[src/rtl/decode_stage.sv]
// decode_stage: RV32I-subset decode, bypassed register file and ID/EX pipeline register
module decode_stage #(
    parameter int DATA_WIDTH     = 32,
    parameter int REG_ADDR_WIDTH = 5
) (
    input  logic                      clk,
    input  logic                      rst_n,
    input  logic                      if_valid,
    input  logic [31:0]               if_instr,
    input  logic [DATA_WIDTH-1:0]     if_pc,
    input  logic                      stall,
    input  logic                      flush,
    input  logic                      wb_we,
    input  logic [REG_ADDR_WIDTH-1:0] wb_rd,
    input  logic [DATA_WIDTH-1:0]     wb_data,
    output logic                      ex_valid,
    output logic [DATA_WIDTH-1:0]     ex_pc,
    output logic [DATA_WIDTH-1:0]     ex_src_a,
    output logic [DATA_WIDTH-1:0]     ex_src_b,
    output logic [DATA_WIDTH-1:0]     ex_store_data,
    output logic [DATA_WIDTH-1:0]     ex_imm,
    output logic [REG_ADDR_WIDTH-1:0] ex_rd,
    output logic [REG_ADDR_WIDTH-1:0] ex_rs1,
    output logic [REG_ADDR_WIDTH-1:0] ex_rs2,
    output logic [3:0]                ex_alu_control,
    output logic [1:0]                ex_result_src,
    output logic                      ex_mem_write,
    output logic                      ex_reg_write,
    output logic                      ex_branch,
    output logic                      ex_jump,
    output logic                      ex_illegal
);
    localparam int NREGS = 2 ** REG_ADDR_WIDTH;

    localparam logic [6:0] OP_R   = 7'b0110011;
    localparam logic [6:0] OP_I   = 7'b0010011;
    localparam logic [6:0] OP_LD  = 7'b0000011;
    localparam logic [6:0] OP_ST  = 7'b0100011;
    localparam logic [6:0] OP_BR  = 7'b1100011;
    localparam logic [6:0] OP_JAL = 7'b1101111;
    localparam logic [6:0] OP_LUI = 7'b0110111;

    localparam logic [3:0] ALU_ADD  = 4'd0;
    localparam logic [3:0] ALU_SUB  = 4'd1;
    localparam logic [3:0] ALU_AND  = 4'd2;
    localparam logic [3:0] ALU_OR   = 4'd3;
    localparam logic [3:0] ALU_XOR  = 4'd4;
    localparam logic [3:0] ALU_SLT  = 4'd5;
    localparam logic [3:0] ALU_SLL  = 4'd6;
    localparam logic [3:0] ALU_SRL  = 4'd7;
    localparam logic [3:0] ALU_SRA  = 4'd8;
    localparam logic [3:0] ALU_SLTU = 4'd9;

    logic [DATA_WIDTH-1:0]     rf [NREGS];
    logic [6:0]                opcode;
    logic [2:0]                funct3;
    logic                      funct7_5;
    logic [4:0]                rd_f, rs1_f, rs2_f;
    logic [REG_ADDR_WIDTH-1:0] rd, rs1, rs2;
    logic [DATA_WIDTH-1:0]     imm_i, imm_s, imm_b, imm_j, imm_u;
    logic [DATA_WIDTH-1:0]     rs1_val, rs2_val, imm;
    logic [3:0]                alu_ctl;
    logic [1:0]                result_src;
    logic                      alu_src, reg_write, mem_write, branch, jump, illegal, lui;

    // funct3 picks the operation; alt (funct7[5]) only turns ADD into SUB and SRL into SRA
    function automatic logic [3:0] alu_fn(input logic [2:0] f3, input logic alt);
        case (f3)
            3'b000:  return alt ? ALU_SUB : ALU_ADD;
            3'b001:  return ALU_SLL;
            3'b010:  return ALU_SLT;
            3'b011:  return ALU_SLTU;
            3'b100:  return ALU_XOR;
            3'b101:  return alt ? ALU_SRA : ALU_SRL;
            3'b110:  return ALU_OR;
            default: return ALU_AND;
        endcase
    endfunction

    // instruction fields, truncated to the register address width
    always_comb begin
        opcode   = if_instr[6:0];
        funct3   = if_instr[14:12];
        funct7_5 = if_instr[30];
        rd_f     = if_instr[11:7];
        rs1_f    = if_instr[19:15];
        rs2_f    = if_instr[24:20];
        rd       = rd_f[REG_ADDR_WIDTH-1:0];
        rs1      = rs1_f[REG_ADDR_WIDTH-1:0];
        rs2      = rs2_f[REG_ADDR_WIDTH-1:0];
    end

    // every immediate format, sign-extended from its top bit to the datapath width
    always_comb begin
        imm_i = DATA_WIDTH'($signed(if_instr[31:20]));
        imm_s = DATA_WIDTH'($signed({if_instr[31:25], if_instr[11:7]}));
        imm_b = DATA_WIDTH'($signed({if_instr[31], if_instr[7], if_instr[30:25], if_instr[11:8], 1'b0}));
        imm_j = DATA_WIDTH'($signed({if_instr[31], if_instr[19:12], if_instr[20], if_instr[30:21], 1'b0}));
        imm_u = DATA_WIDTH'($signed({if_instr[31:12], 12'b0}));
    end

    // main control decode; unknown opcodes flag illegal with every enable left low
    always_comb begin
        alu_src    = 1'b0;
        reg_write  = 1'b0;
        mem_write  = 1'b0;
        branch     = 1'b0;
        jump       = 1'b0;
        illegal    = 1'b0;
        lui        = 1'b0;
        result_src = 2'd0;
        alu_ctl    = ALU_ADD;
        imm        = '0;
        case (opcode)
            OP_R: begin
                reg_write = 1'b1;
                alu_ctl   = alu_fn(funct3, funct7_5);
            end
            OP_I: begin
                reg_write = 1'b1;
                alu_src   = 1'b1;
                imm       = imm_i;
                alu_ctl   = alu_fn(funct3, funct3 == 3'b101 && funct7_5);
            end
            OP_LD: begin
                reg_write  = 1'b1;
                alu_src    = 1'b1;
                result_src = 2'd1;
                imm        = imm_i;
            end
            OP_ST: begin
                mem_write = 1'b1;
                alu_src   = 1'b1;
                imm       = imm_s;
            end
            OP_BR: begin
                branch  = 1'b1;
                alu_ctl = ALU_SUB;
                imm     = imm_b;
            end
            OP_JAL: begin
                jump       = 1'b1;
                reg_write  = 1'b1;
                result_src = 2'd2;
                imm        = imm_j;
            end
            OP_LUI: begin
                lui       = 1'b1;
                reg_write = 1'b1;
                alu_src   = 1'b1;
                imm       = imm_u;
            end
            default: illegal = 1'b1;
        endcase
    end

    // read ports with write-through bypass so a same-cycle write-back is seen immediately
    always_comb begin
        rs1_val = rs1 == '0 ? '0 : (wb_we && wb_rd == rs1) ? wb_data : rf[rs1];
        rs2_val = rs2 == '0 ? '0 : (wb_we && wb_rd == rs2) ? wb_data : rf[rs2];
    end

    // register file write port; x0 is never written so it always reads zero
    always_ff @(posedge clk or negedge rst_n) begin
        if (!rst_n)
            for (int i = 0; i < NREGS; i++) rf[i] <= '0;
        else if (wb_we && wb_rd != '0)
            rf[wb_rd] <= wb_data;
    end

    // ID/EX register: flush or an empty slot loads a bubble, stall holds, otherwise load decode
    always_ff @(posedge clk or negedge rst_n) begin
        if (!rst_n) begin
            ex_valid       <= 1'b0;
            ex_pc          <= '0;
            ex_src_a       <= '0;
            ex_src_b       <= '0;
            ex_store_data  <= '0;
            ex_imm         <= '0;
            ex_rd          <= '0;
            ex_rs1         <= '0;
            ex_rs2         <= '0;
            ex_alu_control <= '0;
            ex_result_src  <= '0;
            ex_mem_write   <= 1'b0;
            ex_reg_write   <= 1'b0;
            ex_branch      <= 1'b0;
            ex_jump        <= 1'b0;
            ex_illegal     <= 1'b0;
        end else if (flush || (!stall && !if_valid)) begin
            ex_valid     <= 1'b0;
            ex_mem_write <= 1'b0;
            ex_reg_write <= 1'b0;
            ex_branch    <= 1'b0;
            ex_jump      <= 1'b0;
            ex_illegal   <= 1'b0;
        end else if (!stall) begin
            ex_valid       <= 1'b1;
            ex_pc          <= if_pc;
            ex_src_a       <= lui ? '0 : rs1_val;
            ex_src_b       <= alu_src ? imm : rs2_val;
            ex_store_data  <= rs2_val;
            ex_imm         <= imm;
            ex_rd          <= rd;
            ex_rs1         <= rs1;
            ex_rs2         <= rs2;
            ex_alu_control <= alu_ctl;
            ex_result_src  <= result_src;
            ex_mem_write   <= mem_write;
            ex_reg_write   <= reg_write;
            ex_branch      <= branch;
            ex_jump        <= jump;
            ex_illegal     <= illegal;
        end
    end
endmodule

[config.mk]
export PLATFORM = sky130hd
export DESIGN_NAME = decode_stage
export DESIGN_NICKNAME = d
export VERILOG_FILES = /design/src/rtl/decode_stage.sv
export SDC_FILE = /design/constraint.sdc
export NUM_CORES = 2
export LEC_CHECK = 0
export BUFFER_PORTS_ARGS = -buffer_cell sky130_fd_sc_hd__buf_2
export CAP_MARGIN = 20
export CORE_MARGIN = 3
export CORE_UTILIZATION = 67
export CTS_BUF_LIST = sky130_fd_sc_hd__clkbuf_16
export CTS_CLUSTER_SIZE = 30
export DETAILED_ROUTE_END_ITERATION = 16
export GPL_ROUTABILITY_DRIVEN = 0
export GPL_TIMING_DRIVEN = 0
export PLACE_DENSITY_LB_ADDON = 0.08
export REMOVE_ABC_BUFFERS = 1
export SLEW_MARGIN = 20
export SYNTH_ARGS = -nofsm -noshare
export SYNTH_HDL_FRONTEND = slang
export SYNTH_SLANG_ARGS = --single-unit
[constraint.sdc]
create_clock -name clk -period 2.9 [get_ports clk]
set_input_delay 0.58 -clock clk [delete_from_list [all_inputs] [get_ports clk]]
set_output_delay 0.58 -clock clk [all_outputs]
set_load 0.01 [all_outputs]
==> impl_metrics.py <==
metrics = {
    "run_status": {
        "status": "finished with violations",
        "violations": "setup timing",
    },
    "floorplan": {
        "fp-row-count": 111,
        "core_sq_um": 92100,
        "initial_utilization_pct": 67.8,
        "die_height_microns": 311,
        "dieArea_sq_um": 96900,
        "die_x_microns": 311,
        "pin_count": 294,
    },
    "min_path": {
        "hold_path_startpoint": "if_pc[7]",
        "hold_end": "ex_pc[7]$_DFFE_PN0P_",
        "holdPathStages": 3,
        "min_path_type": "in2reg",
    },
    "detailed_routing": {
        "drt-vias-per-instance": 7.40,
        "firstDrtPassIters": 5,
        "vias": 43000,
        "drt-initial-drc-count": 5849,
        "postRouteAntennaNets": 0,
        "wl_per_cell_microns": 35.2,
        "drc": 0,
        "wl_microns": 204000,
    },
    "setup_path": {
        "r2r-start": "rf[157]$_DFFE_PN0P_",
        "cp.required_ps": 3530,
        "cp.buffers_inverters": 1,
        "crit_fanout": 11,
        "crit_path_cell_trace": "buf_2 > nand3b_1 > nor2_2 > o21a_1 > a21oi_1 > o221ai_1",
        "r2r-end": "ex_store_data[29]$_DFFE_PN0P_",
        "endpoint_kind": "flop",
        "cp_slowest_stage_delay_ps": 930,
        "arrival_ps": 3630,
        "critical_path_depth": 6,
        "regToRegSetupSlack_ps": 290,
        "critPathSlowestCell": "o21a_1",
        "r2r_cells": 5,
        "start_kind": "input pin",
        "crit_family": "compound AO/OA/AOI/OAI gates",
        "worst-setup-path-type": "in2reg",
    },
    "clocking": {
        "clkSlewWorstSetupHoldPaths_ps": 60,
        "insertion_delay_ps": 740,
        "clk_path_buf_depth": 3,
        "cts_made_buffers": 132,
        "cts-root-buf": "clkbuf_16",
        "h-tree-depth": 4,
        "cts_tree": "done",
        "cts_sinks": 1211,
    },
    "synth": {
        "syn-instance-count": 4345,
        "synthArstFlopShare_pct": 100,
        "synth_xor_area_share_pct": 0.140,
        "synth_compound_area_share_pct": 4.61,
        "netlist_top_cells_area": "dfrtp_1 49%, mux4_2 19%, mux2_2 18%",
        "ys.warnings.count": 0,
        "ys_seq_area_share_pct": 48.5,
        "synth_top_family_by_area": "multiplexers",
        "yosys.area_share.simple_pct": 3.39,
        "synth-edff-count": 0,
        "synth_area_sq_um": 62500,
        "synthAdderAreaFrac_pct": 0,
        "synth.avg_cell_area_sq_um": 14.4,
        "ys_types": 64,
        "synth_flop_cell": "dfrtp_1",
        "synth-seq-cells": 1211,
        "synth_top_area_share_pct": 48.5,
        "muxShareOfSynthArea_pct": 39.9,
        "yosys.area.top_type": "dfrtp_1",
    },
    "cells_and_area": {
        "seq_area_sq_um": 30300,
        "stdcell_area_sq_um": 71200,
        "drive_above_1_share_pct": 48.3,
        "nets": 4560,
        "syn_to_final_growth_pct": 13.9,
        "num-fill-cells": 5430,
        "multi_input_area_sq_um": 30500,
    },
    "sta": {
        "period_share_pct": 103,
        "hold_viol": 0,
        "finClkSkew_ps": 21.3,
        "relSlewSlack_pct": 18.6,
        "tns_ps": -118,
        "rsz0062_at_grt": "false",
        "finalCriticalPeriod_ps": 2990,
        "fin_hold_ws_ps": 39.3,
        "finalSetupViolCount": 2,
        "setup_ws_ps": -94.1,
        "worst_pin_slew_ps": 1220,
        "fmax_mhz": 334,
        "maxSlewViolCount": 0,
    },
    "power_and_ir_drop": {
        "worst_ir_drop_vdd_v": 0.000642,
        "p_per_area_nw_per_um2": 685,
        "p_total_mw": 48.8,
        "p_leak_nw": 31.9,
    },
    "grt": {
        "grt_max_degree": 142,
        "antenna_found_initial": 14,
        "first_global_vias": 43900,
        "grt_pass1_wl_microns": 296000,
        "grt.total_usage_pct": 41.9,
        "grt_overflow_total": 0,
    },
    "placed_design": {
        "portBuffers": 293,
        "place_area_sq_um": 66400,
        "dp_hpwl_microns": 125000,
        "pre_cts_ws_ps": -2330,
    },
    "run": {
        "cap_violations": 0,
    },
}
[flip-flops by register name (all words and copies together) (netlist names), 2 cells and up]
signal / count
rf: 1024
ex_imm: 32
ex_pc: 32
ex_src_a: 32
ex_src_b: 32
ex_store_data: 32
ex_rd: 5
ex_rs1: 5
ex_rs2: 5
ex_alu_control: 4
ex_result_src: 2
[where the power goes]
group          switching [mW]  internal, mW  leakage (nW)  total, mW
clock                    6.91          9.17          2.11       16.1
sequential               2.41          20.1          15.5       22.5
combinational            4.34          5.85          14.2       10.2
total                    13.7          35.1          31.9       48.8
[tightest hold or removal path, stage by stage]
cell	delay, ps
buf_2	80
nand2_1	40
nand2_1	50
[layout make-up]
type                            count  share of cell area [%]
Inverter                            8                  0.0492
Clock buffer                      143                    5.03
Multi-Input combinational cell   2667                    42.9
Clock inverter                     91                   0.686
Timing Repair Buffer              433                    6.52
Tap cell                         1243                    2.19
Antenna cell                       14                  0.0492
Sequential cell                  1211                    42.6
[metal layers]
layer / up-vias / share of wire, % / track usage (%)
met4: 8 / 6.3 / 23.6
met5: - / 0.026 / 1.88
met3: 793 / 13 / 15.5
li1: 16700 / - / -
met2: 3003 / 44 / 60.1
met1: 22500 / 36 / 55.6
[synth_stat cells (7+ instances only)]
cell and instances:
dfrtp_1 1211, mux2_2 989, mux4_2 517, nand2_1 305
clkbuf_1 292, mux2i_1 207, o21ai_0 117, a22oi_1 112
a21oi_1 89, buf_2 70, nor2_1 70, buf_1 61
nand3_1 40, buf_6 25, o21ai_1 18, a22o_1 14
o22ai_1 12, a21o_1 10, and3_1 10, o211ai_1 9
nor2b_1 8, nor3b_1 8, o221ai_1 8, o31ai_1 8
a31oi_1 7, and2_1 7, mux2_1 7, nand4_1 7
[through the flow]
stage | util (%) | instances
4_1_cts | 77.0 | 5790
6_report | 77.3 | 5810
5_1_grt | 77.2 | 5798
3_3_place_gp | 68.8 | 5421
2_1_floorplan | - | 3885
3_5_place_dp | 72.1 | 5538
[kinds of logic after synthesis]
| kind of cell | count (synthesis) |
|---|---|
| AOI/OAI and AO/OA | 447 |
| DFF | 1211 |
| muxes | 1720 |
| buffers and inverters | 468 |
| and+or+nand+nor | 489 |
| xor gates and xnor gates | 10 |
[worst max path at each step]
stage	slack [ps]	startpoint	endpoint
floorplan	-2550	stall	ex_src_b[20]$_DFFE_PN0P_
global placement	-25330	rst_n	rf[28]$_DFFE_PN0P_
CTS	2	if_instr[21]	ex_src_b[12]$_DFFE_PN0P_
global route	10	if_instr[16]	ex_src_a[6]$_DFFE_PN0P_
finish	-90	if_instr[5]	ex_src_b[22]$_DFFE_PN0P_
detailed placement	-2330	if_instr[20]	ex_src_b[26]$_DFFE_PN0P_
[placed cells by master, fill, tap and decap left out, types with 19 or more instances in the layout]
cell / netlist / routed
dfrtp_1: 1211 / 1211
mux2_2: 989 / 989
mux4_2: 517 / 517
nand2_1: 305 / 286
buf_2: 70 / 282
mux2i_1: 207 / 206
clkbuf_16: 0 / 149
a22oi_1: 112 / 112
o21ai_0: 117 / 112
a21oi_1: 89 / 85
buf_16: 0 / 63
nor2_1: 70 / 45
nand3_1: 40 / 40
buf_12: 3 / 40
inv_1: 5 / 33
clkinv_1: 0 / 33
clkinv_2: 0 / 23
nor2_4: 0 / 22
o21ai_1: 18 / 21
buf_4: 4 / 19
[repair_timing]
action | in CTS | in global routing
endpoints found under the hold margin | 94 | 0
hold buffers | 1 | 0
pin swaps | 5 | 1
setup endpoints to repair | 90 | 51
setup buffers | 10 | 0
cloned | 7 | 6
gates resized for setup | 25 | 10
Power figures use the tool's default switching activity.
